$ cat config.mk
export PLATFORM = sky130hd
export DESIGN_NAME = alu_exec_unit
export DESIGN_NICKNAME = d
export VERILOG_FILES = /design/src/rtl/alu_exec_unit.sv
export SDC_FILE = /design/constraint.sdc
export NUM_CORES = 1
export LEC_CHECK = 0
export ABC_AREA = 1
export CAP_MARGIN = 10
export CORE_MARGIN = 1
export CORE_UTILIZATION = 60
export DETAILED_ROUTE_END_ITERATION = 10
export DONT_BUFFER_PORTS = 1
export GPL_TIMING_DRIVEN = 1
export HOLD_SLACK_MARGIN = 0.15
export PLACE_DENSITY = 0.75
export SLEW_MARGIN = 10
export SYNTH_ARGS = -nofsm -noshare
export SYNTH_HDL_FRONTEND = slang
export SYNTH_SLANG_ARGS = --single-unit
$ cat constraint.sdc
create_clock -name Clock -period 8.4 [get_ports Clock]
set_clock_uncertainty 0.05 [all_clocks]
set_input_delay 2.1 -clock Clock [delete_from_list [all_inputs] [get_ports Clock]]
set_output_delay 2.1 -clock Clock [all_outputs]
set_load 0.1 [all_outputs]
$ cat src/rtl/alu_exec_unit.sv
// alu_exec_unit: RV32I integer execute stage.
// Decodes opcode / funct3 / funct7[5] into a 4-bit ALU operation, computes the
// result combinationally and keeps a registered copy for the next stage.
// Optional build macro: ALU_EXEC_FLAGS_EN adds registered zero/neg flags.
module alu_exec_unit #(
    parameter int XLEN = 32  // only 32 is supported
) (
    input  logic            Clock,
    input  logic            Reset,
    input  logic [6:0]      opcode,
    input  logic [2:0]      funct,
    input  logic            add_rshift_type,
    input  logic [XLEN-1:0] A,
    input  logic [XLEN-1:0] B,
    input  logic            stall,
    output logic [3:0]      ALUop,
    output logic [XLEN-1:0] Out,
    output logic [XLEN-1:0] OutReg
`ifdef ALU_EXEC_FLAGS_EN
    ,
    output logic            zero,
    output logic            neg
`endif
);

    // ALU operation codes (11-14 unused, treated like INVALID)
    localparam logic [3:0] ALU_ADD     = 4'd0;
    localparam logic [3:0] ALU_SUB     = 4'd1;
    localparam logic [3:0] ALU_AND     = 4'd2;
    localparam logic [3:0] ALU_OR      = 4'd3;
    localparam logic [3:0] ALU_XOR     = 4'd4;
    localparam logic [3:0] ALU_SLT     = 4'd5;
    localparam logic [3:0] ALU_SLTU    = 4'd6;
    localparam logic [3:0] ALU_SLL     = 4'd7;
    localparam logic [3:0] ALU_SRA     = 4'd8;
    localparam logic [3:0] ALU_SRL     = 4'd9;
    localparam logic [3:0] ALU_COPY_B  = 4'd10;
    localparam logic [3:0] ALU_INVALID = 4'd15;

    // RV32I major opcodes
    localparam logic [6:0] OPC_LUI    = 7'b0110111;
    localparam logic [6:0] OPC_AUIPC  = 7'b0010111;
    localparam logic [6:0] OPC_BRANCH = 7'b1100011;
    localparam logic [6:0] OPC_LOAD   = 7'b0000011;
    localparam logic [6:0] OPC_STORE  = 7'b0100011;
    localparam logic [6:0] OPC_JAL    = 7'b1101111;
    localparam logic [6:0] OPC_JALR   = 7'b1100111;
    localparam logic [6:0] OPC_OP     = 7'b0110011;
    localparam logic [6:0] OPC_OP_IMM = 7'b0010011;

    logic [4:0] shamt;
    logic       lt_signed;
    logic       lt_unsigned;

    // Instruction decode into ALU operation code
    always_comb begin
        ALUop = ALU_INVALID;
        case (opcode)
            OPC_LUI: ALUop = ALU_COPY_B;
            OPC_AUIPC, OPC_BRANCH, OPC_LOAD,
            OPC_STORE, OPC_JAL, OPC_JALR: ALUop = ALU_ADD;
            OPC_OP, OPC_OP_IMM: begin
                case (funct)
                    // bit 30 only means SUB for register-register ops;
                    // in an immediate it is just part of the constant
                    3'b000:  ALUop = (add_rshift_type && (opcode == OPC_OP)) ? ALU_SUB : ALU_ADD;
                    3'b001:  ALUop = ALU_SLL;
                    3'b010:  ALUop = ALU_SLT;
                    3'b011:  ALUop = ALU_SLTU;
                    3'b100:  ALUop = ALU_XOR;
                    3'b101:  ALUop = add_rshift_type ? ALU_SRA : ALU_SRL;
                    3'b110:  ALUop = ALU_OR;
                    default: ALUop = ALU_AND;
                endcase
            end
            default: ALUop = ALU_INVALID;
        endcase
    end

    assign shamt       = B[4:0];
    assign lt_signed   = $signed(A) < $signed(B);
    assign lt_unsigned = A < B;

    // Combinational datapath selected by the decoded operation
    always_comb begin
        Out = '0;
        case (ALUop)
            ALU_ADD:    Out = A + B;
            ALU_SUB:    Out = A - B;
            ALU_AND:    Out = A & B;
            ALU_OR:     Out = A | B;
            ALU_XOR:    Out = A ^ B;
            ALU_SLT:    Out = {{(XLEN-1){1'b0}}, lt_signed};
            ALU_SLTU:   Out = {{(XLEN-1){1'b0}}, lt_unsigned};
            ALU_SLL:    Out = A << shamt;
            ALU_SRA:    Out = $unsigned($signed(A) >>> shamt);
            ALU_SRL:    Out = A >> shamt;
            ALU_COPY_B: Out = B;
            default:    Out = '0;
        endcase
    end

    // Pipeline register: captures the result unless stalled
    always_ff @(posedge Clock or posedge Reset) begin
        if (Reset) begin
            OutReg <= '0;
        end else if (!stall) begin
            OutReg <= Out;
        end
    end

`ifdef ALU_EXEC_FLAGS_EN
    // Result flags, captured alongside OutReg
    always_ff @(posedge Clock or posedge Reset) begin
        if (Reset) begin
            zero <= 1'b0;
            neg  <= 1'b0;
        end else if (!stall) begin
            zero <= (Out == '0);
            neg  <= Out[XLEN-1];
        end
    end
`endif

endmodule

# ---- After elaboration in Yosys (flattened, before gate mapping)
# Cells that the tools add are included.
dict set report op_classes {
  add_sub_neg 2
  multipliers 0
  div_mod_pow 0
  order_cmp 2
  eq_ne 25
  shifts 3
  muxes 5
  n_bitwise 3
  reduce_logical 5
}
# cell n
set op_table {}
lappend op_table {{32-bit one-hot mux with 11 select lines} 1}
lappend op_table {{32-bit < comparator} 2}
lappend op_table {{32-bit adder} 1}
lappend op_table {{32-bit AND} 1}
lappend op_table {{32-bit OR} 1}
lappend op_table {{32-bit by 5-bit left shift with 32-bit output} 1}
lappend op_table {{32-bit by 5-bit >> shifter with 32-bit output} 1}
lappend op_table {{32-bit by 5-bit >>> shifter with 32-bit output} 1}
lappend op_table {{32-bit subtractor} 1}
lappend op_table {{32-bit XOR} 1}
lappend op_table {{4-bit one-hot mux with 7 select lines} 1}
lappend op_table {{7-bit by 6-bit == test with 1-bit output (second input constant)} 3}
lappend op_table {{7-bit == test (second input constant)} 3}
lappend op_table {{4-bit by 3-bit == test with 1-bit output (second input constant)} 4}
lappend op_table {{7-bit by 5-bit == test with 1-bit output (second input constant)} 2}
lappend op_table {{4-bit == test (second input constant)} 3}
lappend op_table {{4-bit one-hot mux with 3 select lines} 1}
lappend op_table {{3-bit == test (second input constant)} 3}
lappend op_table {{4-bit by 2-bit == test with 1-bit output (second input constant)} 2}
lappend op_table {{7-bit by 2-bit == test with 1-bit output (second input constant)} 1}
lappend op_table {{3-bit by 2-bit == test with 1-bit output (second input constant)} 2}
lappend op_table {{6-bit OR reduction} 1}
lappend op_table {{4-bit by 1-bit == test with 1-bit output (second input constant)} 1}
lappend op_table {{4-bit zero test} 1}
lappend op_table {{other kinds (5)} 6}
dict set report word_totals {
  ff_bits 32
  latchBits 0
  ramBits 0
  romBits 0
  input_bits 78
  output_inout_bits 68
  elab_cells 46
  n_memories 0
}

# ---- Depth between registers and ports, before layout
# Gate-level depths: netlist (run 1).
dict set report depth {
  word_depth 7
  depth_mapped 22
  mapped_depth_nobuf 20
}

# ---- Least setup slack after synthesis (run 1)
# OpenSTA, ideal clock, no wires.
dict set report synth_path {
  path_kind {in2out}
  from {input port B[3]}
  to {output port Out[0]}
  arrival_time_ns 4.809
  t_required_ns 6.250
  path_slack_ns 1.441
  cell_stages 16
  path_buffers 2
  cell_sequence {inv_1 > clkbuf_1 > buf_1 > ha_1 > inv_1 > nand2_1 > nand3_1 > nand3_1 > nand2_1 > nand2_1 > nand2_1 > nand3_1 > nand2_1 > nor2_1 > nor2_1 > nand3_1}
}
dict set report synth_via {
  elab_chain_cells 2
  word_cells_on_any_way 6
  cone_classes {order compare: 2; shift: 3; mux: 1}
}
# item line
set synth_lines {}
lappend synth_lines {{start, declared} 14} ;# input logic [XLEN-1:0] B,
lappend synth_lines {{32-bit < comparator (tied with other cells)} 82} ;# assign lt_unsigned = A < B;
lappend synth_lines {{32-bit one-hot mux with 11 select lines (*)} 87} ;# case (ALUop)
lappend synth_lines {{end, declared} 17} ;# output logic [XLEN-1:0] Out,
# Every way passes the cells marked *; elsewhere a longest branch is shown, timed or not.

# ---- Worst setup path after layout (run 1)
dict set report layout_path {
  from {input port opcode[3]}
  to {output port Out[8]}
}
dict set report layout_via {
  word_cells_on_any_way 27
  cone_classes {eq/ne: 19; mux: 4; reduce/logical: 4}
}
# item line
set layout_lines {}
lappend layout_lines {{start, declared} 10} ;# input logic [6:0] opcode,
lappend layout_lines {{7-bit by 5-bit == test with 1-bit output (tied with other cells)} 58} ;# case (opcode)
lappend layout_lines {{6-bit OR reduction or 2-bit OR reduction (tied branches)} 58}
lappend layout_lines {{4-bit one-hot mux with 3 select lines (*)} 58}
lappend layout_lines {{via ALUop[3]} 16} ;# output logic [3:0] ALUop,
lappend layout_lines {{4-bit == test (tied with other cells)} 87}
lappend layout_lines {{32-bit one-hot mux with 11 select lines (*)} 87}
# Mark *: on every way through the listed nets, which the timed path passes. The rest lies on a longest branch.

==> impl_metrics.csv, run 1 <==
group,metric,value,unit
run_status,status,"completed",
clock_tree,cts_sinks,32,
final_layout,areaGrowthSynthToFinish,1.043,%
clock_tree,clk_path_buf_depth,2,
place,placement.io_buffers,0,
clock_tree,postCtsSetupBuffers,0,
worst_hold_path,hold_path_class,"reg2reg",
die,design.die.area,21380,µm²
timing,fin_crit,7.353,ns
die,initial_core_util,61.48,%
final_layout,multiInputGateArea,9976,µm²
final_layout,largest_register_ffs,32,
die,chipHeight,146.2,µm
drt,drtPass1Iterations,7,
global_routing,grt_pass1_wl,86040,µm
drt,drtAntennaViolNets,0,
worst_setup_path,worstPathRequired,6.25,ns
drt,wl_per_cell,21.18,µm
place,hpwl,46000,µm
clock_tree,clk_latency,0.29,ns
global_routing,grt_max_degree,83,
yosys,synth-seq-cells,32,
yosys,yosysSeqAreaShare,6.417,%
die,io_pins,146,
place,placedCellCount,2712,
final_layout,nNetsFinal,2626,
final_layout,reg.largest.list,"OutReg x32",
power,power_density,90.74,nW/µm²
power,ir_drop,0.09192,mV
die,rows,52,
worst_setup_path,cpPeakStageDelay,0.56,ns
timing,setup_tns,0,ns
global_routing,antenna_found_initial,1,
timing,period_share,87.53,%
die,die_w,146.2,µm
place,place_congestion,1.140,
power,p_leak,0.007502,µW
yosys,syn_nets,2709,
yosys,ys_types,35,
worst_setup_path,path_max_fanout,16,
drt,routed_wl,57640,µm
global_routing,grt_use_total,52.25,%
worst_setup_path,crit_chain,"inv_1 -> nand2_1 -> nand2_1 -> nand3_2 -> nand2_4 -> nand3_2 -> nor2_4 -> nand2_2 -> inv_2 -> nand2_1 -> nand3_1 -> nor2_1 -> nand3_2",
worst_setup_path,critPathSlowestCell,"nor2_4",
timing,rsz0062_at_grt,"no",
final_layout,final_cells,2721,
drt,routed_via_density,6.418,
yosys,synthCells,2532,
yosys,syn-cell-area,12480,µm²
job,drv_cap,0,
final_layout,post_route_cells_drive_above_1_share,3.347,%
timing,finalSetupViolCount,0,
timing,worst_pin_slew,1.176,ns
timing,fmax,0.1360,GHz
worst_setup_path,startpoint_type,"primary input",
worst_setup_path,cp-end-kind,"primary output",
worst_setup_path,criticalPathCategory,"in2out",
clock_tree,ctsHoldBuffers,0,
global_routing,grt_pass1_vias,15466,
clock_tree,cts.clk_slew.worst_paths,0.06,ns
die,core,20300,µm²
worst_setup_path,arrival,5.20,ns
clock_tree,clockRootBuffer,"clkbuf_16",
clock_tree,cts_resized,0,
yosys,syn_area_per_cell,4.929,µm²
timing,final_hold_viol_count,0,
clock_tree,htreeDepth,2,
drt,drtIter0Drc,2927,
drt,drc,0,
clock_tree,cts_tree,"built",
timing,slew_headroom,21.54,%
drt,routed-via-count,17463,
final_layout,regArea,800.8,µm²
power,power,1144,µW
final_layout,fill_cells,2245,
global_routing,grt_overflow,0,
final_layout,largest-register,"OutReg",
clock_tree,cts_buffers,5,
yosys,yosys_warnings,0,
timing,final_max_slew_viol_count,0,
## worst paths after layout
check	start	endpoint	slack (ns)	depth (start not counted)
setup / recovery	opcode[3]	Out[8]	1.05	13
hold / removal	OutReg[21]	OutReg[21]	0.96	2
setup reg to reg	OutReg[26]	OutReg[26]	7.07	2
hold reg to reg	OutReg[21]	OutReg[21]	0.96	2
max in group asynchronous	Reset	OutReg[24]	6.06	1
min in group asynchronous	Reset	OutReg[31]	1.76	1
## cell type report
type | count | area share [%]
Clock inverter | 2 | 0.07938
Sequential cell | 32 | 6.350
Timing Repair Buffer | 21 | 1.250
Antenna cell | 1 | 0.01985
Clock buffer | 6 | 1.101
Tap cell | 270 | 2.679
Inverter | 316 | 9.407
Multi-Input combinational cell | 2073 | 79.11
## cell families (layout without fill, tap and decap cells)
family,Yosys count,in the layout,share of synthesized area (%)
AOI/OAI and AO/OA,188,188,7.981
and+or+nand+nor,1772,1772,60.93
buffers and inverters,427,345,13.65
other,0,1,0
DFF,32,32,6.417
xor gates and xnor gates,14,14,0.9826
adders and majority gates,99,99,10.05
## synth_stat cells
cell type	count	area, µm²
clkbuf_1	50	187.7
o21bai_1	10	75.07
nand3_1	467	2337
nor2_4	5	56.30
a22oi_1	1	7.510
inv_2	10	37.54
nor2_1	283	1062
ha_1	97	1214
buf_4	2	15.01
or2_2	1	6.260
nand3_2	24	240.2
o211ai_1	5	37.54
nor4_1	1	6.260
fa_1	2	40.04
o21ai_0	74	370.4
nand3_4	2	35.03
buf_6	7	78.83
xor2_1	14	122.6
o21ai_1	10	50.05
nand4_1	23	143.9
nand2_1	928	3483
nor2_2	3	18.77
nand2_4	3	33.78
nor3_1	19	95.09
o21a_1	1	7.510
nand2_2	3	18.77
nand3b_1	3	22.52
a21oi_1	77	385.4
dfrtp_1	32	800.8
and2_1	3	18.77
or2_1	4	25.02
o22ai_1	10	62.56
buf_2	32	160.2
inv_1	306	1149
buf_1	20	75.07
## layout by cell type (no fill, tap or decap), drive strengths merged
cell,count
nand2,934
nand3,493
inv,316
nor2,291
ha,97
o21ai,84
a21oi,77
dfrtp,32
nand4,23
buf,21
nor3,19
xor2,14
o22ai,10
o21bai,10
clkbuf,6
o211ai,5
or2,5
and2,3
nand3b,3
fa,2
clkinv,2
diode,1
o21a,1
nor4,1
a22oi,1
## per-stage QoR
stage / worst slack, ns / hold slack, ns / area [µm²] / util [%]
2_1_floorplan: 1.441 / 0.9093 / 12480 / -
3_3_place_gp: 1.220 / 0.9225 / 12460 / 61.37
3_5_place_dp: 1.176 / 0.9433 / 12460 / 61.37
4_1_cts: 1.174 / 0.9500 / 12610 / 62.11
5_1_grt: 0.9357 / 0.9657 / 12610 / 62.11
6_report: 1.047 / 0.9555 / 12610 / 62.12
## critical path, delay by kind of cell
kind	cells	cell delay (ns)
simple gates	11	2.57
buf+inv	2	0.50
## power by group
part | total [µW] | switching [µW] | internal (µW)
registers | 226 | 65.5 | 161
logic | 723 | 535 | 188
clock network | 195 | 77.7 | 117
## metal layers
metal	part of all wire [%]	routed length, µm	up-vias	global-route usage (%)
met3	14	7966	354	11.53
li1	-	-	7877	-
met5	0	0	-	0
met2	42	24370	1455	80.81
met1	35	20230	7777	64.58
met4	8.8	5068	0	36.04
Power figures use the tool's default switching activity.
==> run 2: changes to the inputs <==
--- a/config.mk
+++ b/config.mk
@@ -9,6 +9,7 @@
 export CAP_MARGIN = 10
 export CORE_MARGIN = 1
 export CORE_UTILIZATION = 60
+export CTS_CLUSTER_SIZE = 10
 export DETAILED_ROUTE_END_ITERATION = 10
 export DONT_BUFFER_PORTS = 1
 export GPL_TIMING_DRIVEN = 1
==> results of run 2 <==
Final layout, timing and power as in run 1 (identical DEF).
